File: src/rtl/fpga_uart_pkg.sv
// +-----------------------------------------------------------------------+
// | fpga_uart_pkg : shared types for the tinyQV UART receive path          |
// | rev 1.0                                                                |
// +-----------------------------------------------------------------------+
`default_nettype none

package fpga_uart_pkg;

    localparam int UART_DATA_BITS = 8;

    typedef logic [UART_DATA_BITS-1:0] byte_t;

    typedef enum logic [2:0] {
        IDLE  = 3'd0,
        START = 3'd1,
        DATA  = 3'd2,
        STOP  = 3'd3,
        BREAK = 3'd4
    } rx_state_t;

endpackage

`default_nettype wire

File: src/rtl/uart_byte_fifo.sv
// +-----------------------------------------------------------------------+
// | uart_byte_fifo : first-word-fall-through byte FIFO with wrap-bit ptrs  |
// | rev 1.0                                                                |
// +-----------------------------------------------------------------------+
`default_nettype none

module uart_byte_fifo
    import fpga_uart_pkg::*;
#(
    parameter int FIFO_DEPTH = 8
) (
    input  logic                              clk,
    input  logic                              rst_n,
    input  logic                              push,
    input  logic [UART_DATA_BITS-1:0]         push_data,
    input  logic                              pop,
    output logic [UART_DATA_BITS-1:0]         pop_data,
    output logic                              full,
    output logic                              empty,
    output logic [$clog2(FIFO_DEPTH+1)-1:0]   count
);

    localparam int AW = $clog2(FIFO_DEPTH);
    localparam logic [AW:0] PTR_ONE = (AW+1)'(1);

    logic [AW:0] wr_ptr_q, wr_ptr_d;
    logic [AW:0] rd_ptr_q, rd_ptr_d;
    byte_t       mem_q [FIFO_DEPTH];
    logic        do_push;
    logic        do_pop;

    assign empty = (wr_ptr_q == rd_ptr_q);
    assign full  = (wr_ptr_q[AW] != rd_ptr_q[AW]) &&
                   (wr_ptr_q[AW-1:0] == rd_ptr_q[AW-1:0]);

    // A simultaneous pop frees the slot, so a push into a full FIFO still lands.
    assign do_pop  = pop & ~empty;
    assign do_push = push & (~full | do_pop);

    assign count    = wr_ptr_q - rd_ptr_q;
    assign pop_data = empty ? '0 : mem_q[rd_ptr_q[AW-1:0]];

    always_comb begin
        wr_ptr_d = do_push ? wr_ptr_q + PTR_ONE : wr_ptr_q;
        rd_ptr_d = do_pop  ? rd_ptr_q + PTR_ONE : rd_ptr_q;
    end

    always_ff @(posedge clk or negedge rst_n) begin
        if (!rst_n) begin
            wr_ptr_q <= '0;
            rd_ptr_q <= '0;
        end else begin
            wr_ptr_q <= wr_ptr_d;
            rd_ptr_q <= rd_ptr_d;
        end
    end

    always_ff @(posedge clk) begin
        if (do_push) begin
            mem_q[wr_ptr_q[AW-1:0]] <= push_data;
        end
    end

endmodule

`default_nettype wire

File: src/rtl/tinyqv_uart_rx_capture.sv
// +-----------------------------------------------------------------------+
// | tinyqv_uart_rx_capture : 8N1 receiver for the tinyQV TX pin, buffered  |
// | rev 1.0                                                                |
// +-----------------------------------------------------------------------+
`default_nettype none

module tinyqv_uart_rx_capture
    import fpga_uart_pkg::*;
#(
    parameter int CLKS_PER_BIT = 217,
    parameter int FIFO_DEPTH   = 8,
    parameter int SYNC_STAGES  = 2
) (
    input  logic                              clk,
    input  logic                              rst_n,
    input  logic                              uart_rxd,
    output logic [UART_DATA_BITS-1:0]         rx_data,
    output logic                              rx_valid,
    input  logic                              rx_ready,
    output logic [$clog2(FIFO_DEPTH+1)-1:0]   rx_count,
    output logic                              frame_err,
    output logic                              overflow,
    input  logic                              clear_err
);

    localparam int CNT_W = $clog2(CLKS_PER_BIT);
    localparam int BIT_W = $clog2(UART_DATA_BITS);
    // Counters run down to zero, so a load of N-1 expires after N cycles.
    localparam logic [CNT_W-1:0] HALF_LOAD = CNT_W'(CLKS_PER_BIT/2 - 1);
    localparam logic [CNT_W-1:0] FULL_LOAD = CNT_W'(CLKS_PER_BIT - 1);
    localparam logic [CNT_W-1:0] CNT_ONE   = CNT_W'(1);
    localparam logic [BIT_W-1:0] LAST_BIT  = BIT_W'(UART_DATA_BITS - 1);
    localparam logic [BIT_W-1:0] BIT_ONE   = BIT_W'(1);

    logic [SYNC_STAGES-1:0] sync_q, sync_d;
    rx_state_t              state_q, state_d;
    logic [CNT_W-1:0]       cnt_q, cnt_d;
    logic [BIT_W-1:0]       bit_idx_q, bit_idx_d;
    byte_t                  shreg_q, shreg_d;
    logic                   frame_err_q, frame_err_d;
    logic                   overflow_q, overflow_d;
    logic                   rxs;
    logic                   tick;
    logic                   push;
    logic                   fifo_full;
    logic                   fifo_empty;

    assign sync_d = {sync_q[SYNC_STAGES-2:0], uart_rxd};
    assign rxs    = sync_q[SYNC_STAGES-1];
    assign tick   = (cnt_q == '0);

    always_comb begin
        state_d     = state_q;
        cnt_d       = cnt_q;
        bit_idx_d   = bit_idx_q;
        shreg_d     = shreg_q;
        push        = 1'b0;
        frame_err_d = 1'b0;
        case (state_q)
            IDLE: begin
                if (!rxs) begin
                    state_d = START;
                    cnt_d   = HALF_LOAD;
                end
            end
            START: begin
                if (!tick) begin
                    cnt_d = cnt_q - CNT_ONE;
                end else if (!rxs) begin
                    state_d   = DATA;
                    bit_idx_d = '0;
                    cnt_d     = FULL_LOAD;
                end else begin
                    state_d = IDLE;
                end
            end
            DATA: begin
                if (!tick) begin
                    cnt_d = cnt_q - CNT_ONE;
                end else begin
                    shreg_d = {rxs, shreg_q[UART_DATA_BITS-1:1]};
                    cnt_d   = FULL_LOAD;
                    if (bit_idx_q == LAST_BIT) begin
                        state_d = STOP;
                    end else begin
                        bit_idx_d = bit_idx_q + BIT_ONE;
                    end
                end
            end
            STOP: begin
                if (!tick) begin
                    cnt_d = cnt_q - CNT_ONE;
                end else if (rxs) begin
                    push    = 1'b1;
                    state_d = IDLE;
                end else begin
                    frame_err_d = 1'b1;
                    state_d     = BREAK;
                end
            end
            BREAK: begin
                if (rxs) begin
                    state_d = IDLE;
                end
            end
            default: state_d = IDLE;
        endcase
    end

    // Clear wins over a drop in the same cycle.
    always_comb begin
        overflow_d = overflow_q;
        if (clear_err) begin
            overflow_d = 1'b0;
        end else if (push && fifo_full && !(rx_valid && rx_ready)) begin
            overflow_d = 1'b1;
        end
    end

    always_ff @(posedge clk or negedge rst_n) begin
        if (!rst_n) begin
            sync_q      <= '1;
            state_q     <= IDLE;
            cnt_q       <= '0;
            bit_idx_q   <= '0;
            shreg_q     <= '0;
            frame_err_q <= 1'b0;
            overflow_q  <= 1'b0;
        end else begin
            sync_q      <= sync_d;
            state_q     <= state_d;
            cnt_q       <= cnt_d;
            bit_idx_q   <= bit_idx_d;
            shreg_q     <= shreg_d;
            frame_err_q <= frame_err_d;
            overflow_q  <= overflow_d;
        end
    end

    uart_byte_fifo #(
        .FIFO_DEPTH (FIFO_DEPTH)
    ) u_fifo (
        .clk       (clk),
        .rst_n     (rst_n),
        .push      (push),
        .push_data (shreg_d),
        .pop       (rx_ready),
        .pop_data  (rx_data),
        .full      (fifo_full),
        .empty     (fifo_empty),
        .count     (rx_count)
    );

    assign rx_valid  = ~fifo_empty;
    assign frame_err = frame_err_q;
    assign overflow  = overflow_q;

endmodule

`default_nettype wire

File: config.mk
export PLATFORM = sky130hd
export DESIGN_NAME = tinyqv_uart_rx_capture
export DESIGN_NICKNAME = d
export VERILOG_FILES = /design/src/rtl/fpga_uart_pkg.sv /design/src/rtl/uart_byte_fifo.sv /design/src/rtl/tinyqv_uart_rx_capture.sv
export SDC_FILE = /design/constraint.sdc
export NUM_CORES = 1
export LEC_CHECK = 0
export BUFFER_PORTS_ARGS = -buffer_cell sky130_fd_sc_hd__buf_2
export CORE_MARGIN = 4
export CORE_UTILIZATION = 50
export CTS_BUF_LIST = sky130_fd_sc_hd__clkbuf_16
export DETAILED_ROUTE_END_ITERATION = 6
export HOLD_SLACK_MARGIN = 0.05
export PLACE_DENSITY = 0.67
export SYNTH_ARGS = -nofsm -noshare
export SYNTH_HDL_FRONTEND = slang
export SYNTH_SLANG_ARGS = --single-unit
File: constraint.sdc
create_clock -name clk -period 5.7 [get_ports clk]
set_input_delay 0.855 -clock clk [delete_from_list [all_inputs] [get_ports clk]]
set_output_delay 0.855 -clock clk [all_outputs]
set_load 0.03 [all_outputs]
==> out/metrics.csv <==
metric;value;unit
Final period util;0.633;
sequential share of the synthesized area;0.649;
Crit path depth;6;
Num CTS Buffers;9;
critical path cell sequence;inv_1 -> ha_1 -> nand3_1 -> nor2_1 -> inv_1 -> buf_2;
fmax;0.277;GHz
worst slew pin tran;1.07;ns
Min Hold Slack;0.355;ns
RR Endpoint;u_fifo.mem_q[0][4];
syn nets;307;
Reg2Reg Depth;6;
Post-Syn Area;4280;um2
Hold-fix buffers, CTS;0;
most frequent cells after synthesis;edfxtp_1, dfrtp_1, nand2_1;
Synth area leader;edfxtp_1;
Core Region;8260;um2
Hold Path Class;register to register;
share of cells above drive strength 1;0.207;
postcts setup bufs;0;
hpwl dp;5.37;mm
maximum root-to-sink buffer count;2;
power density cells;281;nW/um2
setup ws final;2.09;ns
Die Y;100;um
Final Cell Area;4750;um2
max cap viols;0;
Placer Congestion;0.836;
Cell Rows;33;
post-route ant nets;0;
EDFF count, synth;64;
CP max FO;21;
IO Count;20;
Avg Inst Size Synth;14.6;um2
drt total wl;7.85;mm
CP most frequent cell;inv_1;
Setup crit start kind;register;
Wirelength per Cell;18.5;um
TritonCTS clock tree;yes;
worst hold path depth;0;
Slew Viols, Final;0;
status;complete, no violations;
largest net degree at the start of global routing;35;
drt pass-1 iters;5;
clock sink total;98;
VDD IR-drop max;0.161;mV
Critical-path top delay cell;dfrtp_1;
arrival time at the worst endpoint;2.75;ns
initial core utilization;0.518;
CP endpoint;rx_valid;
Fin. Hold Viols;0;
Resized cells post-CTS;0;
Tmin final;3.61;ns
setup_tns;0;ns
multi-input combinational cell area;1410;um2
Crit path max-delay family;flip-flops;
main area contributors after synthesis;edfxtp_1, dfrtp_1, mux4_2;
Clock transition at path regs;0.07;ns
Fillers;645;
total gr overflow;0;
Storage cell area;2780;um2
Post-Route Utilization;0.575;
IO buf count;19;
Placed Area;4470;um2
RR Startpoint;u_fifo.rd_ptr_q[1];
CP Buf/Inv Count;3;
top-area cell type share of the netlist area;0.449;
DR iter-0 viols;103;
post-synthesis cell count;293;
Clock Skew;0.00872;ns
Yosys warning total;0;
Crit Path Class;register to output pin;
Worst Setup End Kind;output pin;
register-to-register setup slack;2.12;ns
Leak Pwr;1.85;nW
Via density;5.78;
unrepaired setup endpoints after global routing;false;
Final nets;328;
ant diodes;0;
Main synth FF type;edfxtp_1;
# DRC;0;
Req. time, crit path;4.85;ns
DP Worst Slack;2.06;ns
total number of vias;2452;
ys async rst share;0.347;
min-delay src;sync_q[0];
Worst-Skew Late Latency;0.33;ns
Worst Setup SP;u_fifo.rd_ptr_q[1];
final setup vio count;0;
Area Overhead vs Synth;11.1;%
Critical Path Max Stage Delay;0.93;ns
die extent in x;100;um
Cell variety after synth;51;
number of global-route vias before repair;2440;
Rel. slew slack;0.282;
initial antenna violation count;0;
GR Util All Layers;0.168;
first-pass GRT wire length;12.9;mm
Die ar.;10100;um2
cell with the most instances after synthesis;edfxtp_1;
htree depth;3;
flops & latches, synth;98;
CTS root buf;clkbuf_16;
-- logic make-up after synthesis --
family / Yosys count / synth area share
xor+xnor: 11 / 0.0225
simple gates: 84 / 0.0989
compound gates: 41 / 0.0693
fa+ha+maj: 9 / 0.0281
mux: 26 / 0.110
flops: 98 / 0.649
buf+inv: 24 / 0.0219
-- layout by cell type, fill, tap and decap left out, types with 2 or more instances in the layout --
cell / count
edfxtp_1: 64
dfrtp_1: 32
nand2_1: 29
buf_2: 19
inv_1: 18
nor2_1: 17
mux4_2: 16
a21oi_1: 12
xnor2_1: 10
mux2_2: 9
clkbuf_16: 9
nor3_1: 8
ha_1: 8
nand3_1: 7
o21ai_0: 5
a21o_1: 4
or4_1: 3
nor3b_1: 3
and3_1: 2
or3_1: 2
nand4_1: 2
a31o_2: 2
a2bb2oi_1: 2
or2_2: 2
o2111ai_1: 2
o22a_1: 2
o22ai_1: 2
o2bb2ai_1: 2
dfstp_2: 2
-- worst min-delay path by stage --
stage,end,slack (ns)
floorplan,sync_q[1],0.35
global placement,sync_q[1],0.35
detailed placement,sync_q[1],0.35
CTS,sync_q[1],0.36
global route,sync_q[1],0.36
finish,sync_q[1],0.36
-- final cells by class --
type / count / share of cell area
tap: 105 / 0.0277
multi-input combinational: 171 / 0.296
clock inverter: 7 / 0.0116
timing repair buffer: 20 / 0.0216
sequential: 98 / 0.584
clock buffer: 9 / 0.0474
inverter: 14 / 0.0111
-- metrics by stage --
step	cells	power, mW
final	424	1.33
after global routing	424	1.37
after CTS	424	1.34
after detailed placement	408	0.777
after global placement	408	0.777
after floorplan	293	0.770
-- metal layers --
layer / track usage / share of wire / up-vias
li1: - / - / 1150
met1: 0.240 / 0.44 / 1213
met2: 0.263 / 0.49 / 80
met3: 0.0256 / 0.051 / 9
met4: 0.0653 / 0.017 / 0
met5: 0 / 0 / -
-- sequential cells by signal (all words and copies together), names as in the netlist --
| register | count |
|---|---|
| bit_idx_q | 3 |
| u_fifo.mem_q | 64 |
| cnt_q | 8 |
| frame_err | 1 |
| u_fifo.rd_ptr_q | 4 |
| overflow | 1 |
| sync_q | 2 |
| state_q | 3 |
| shreg_q | 8 |
| u_fifo.wr_ptr_q | 4 |
-- where the power goes --
group | leakage, nW | switching (mW) | internal (mW)
sequential | 1.03 | 0.00126 | 0.752
clock | 0.156 | 0.238 | 0.333
combinational | 0.659 | 0.00679 | 0.00212
total | 1.85 | 0.246 | 1.09
(Power assumes the default switching activity.)
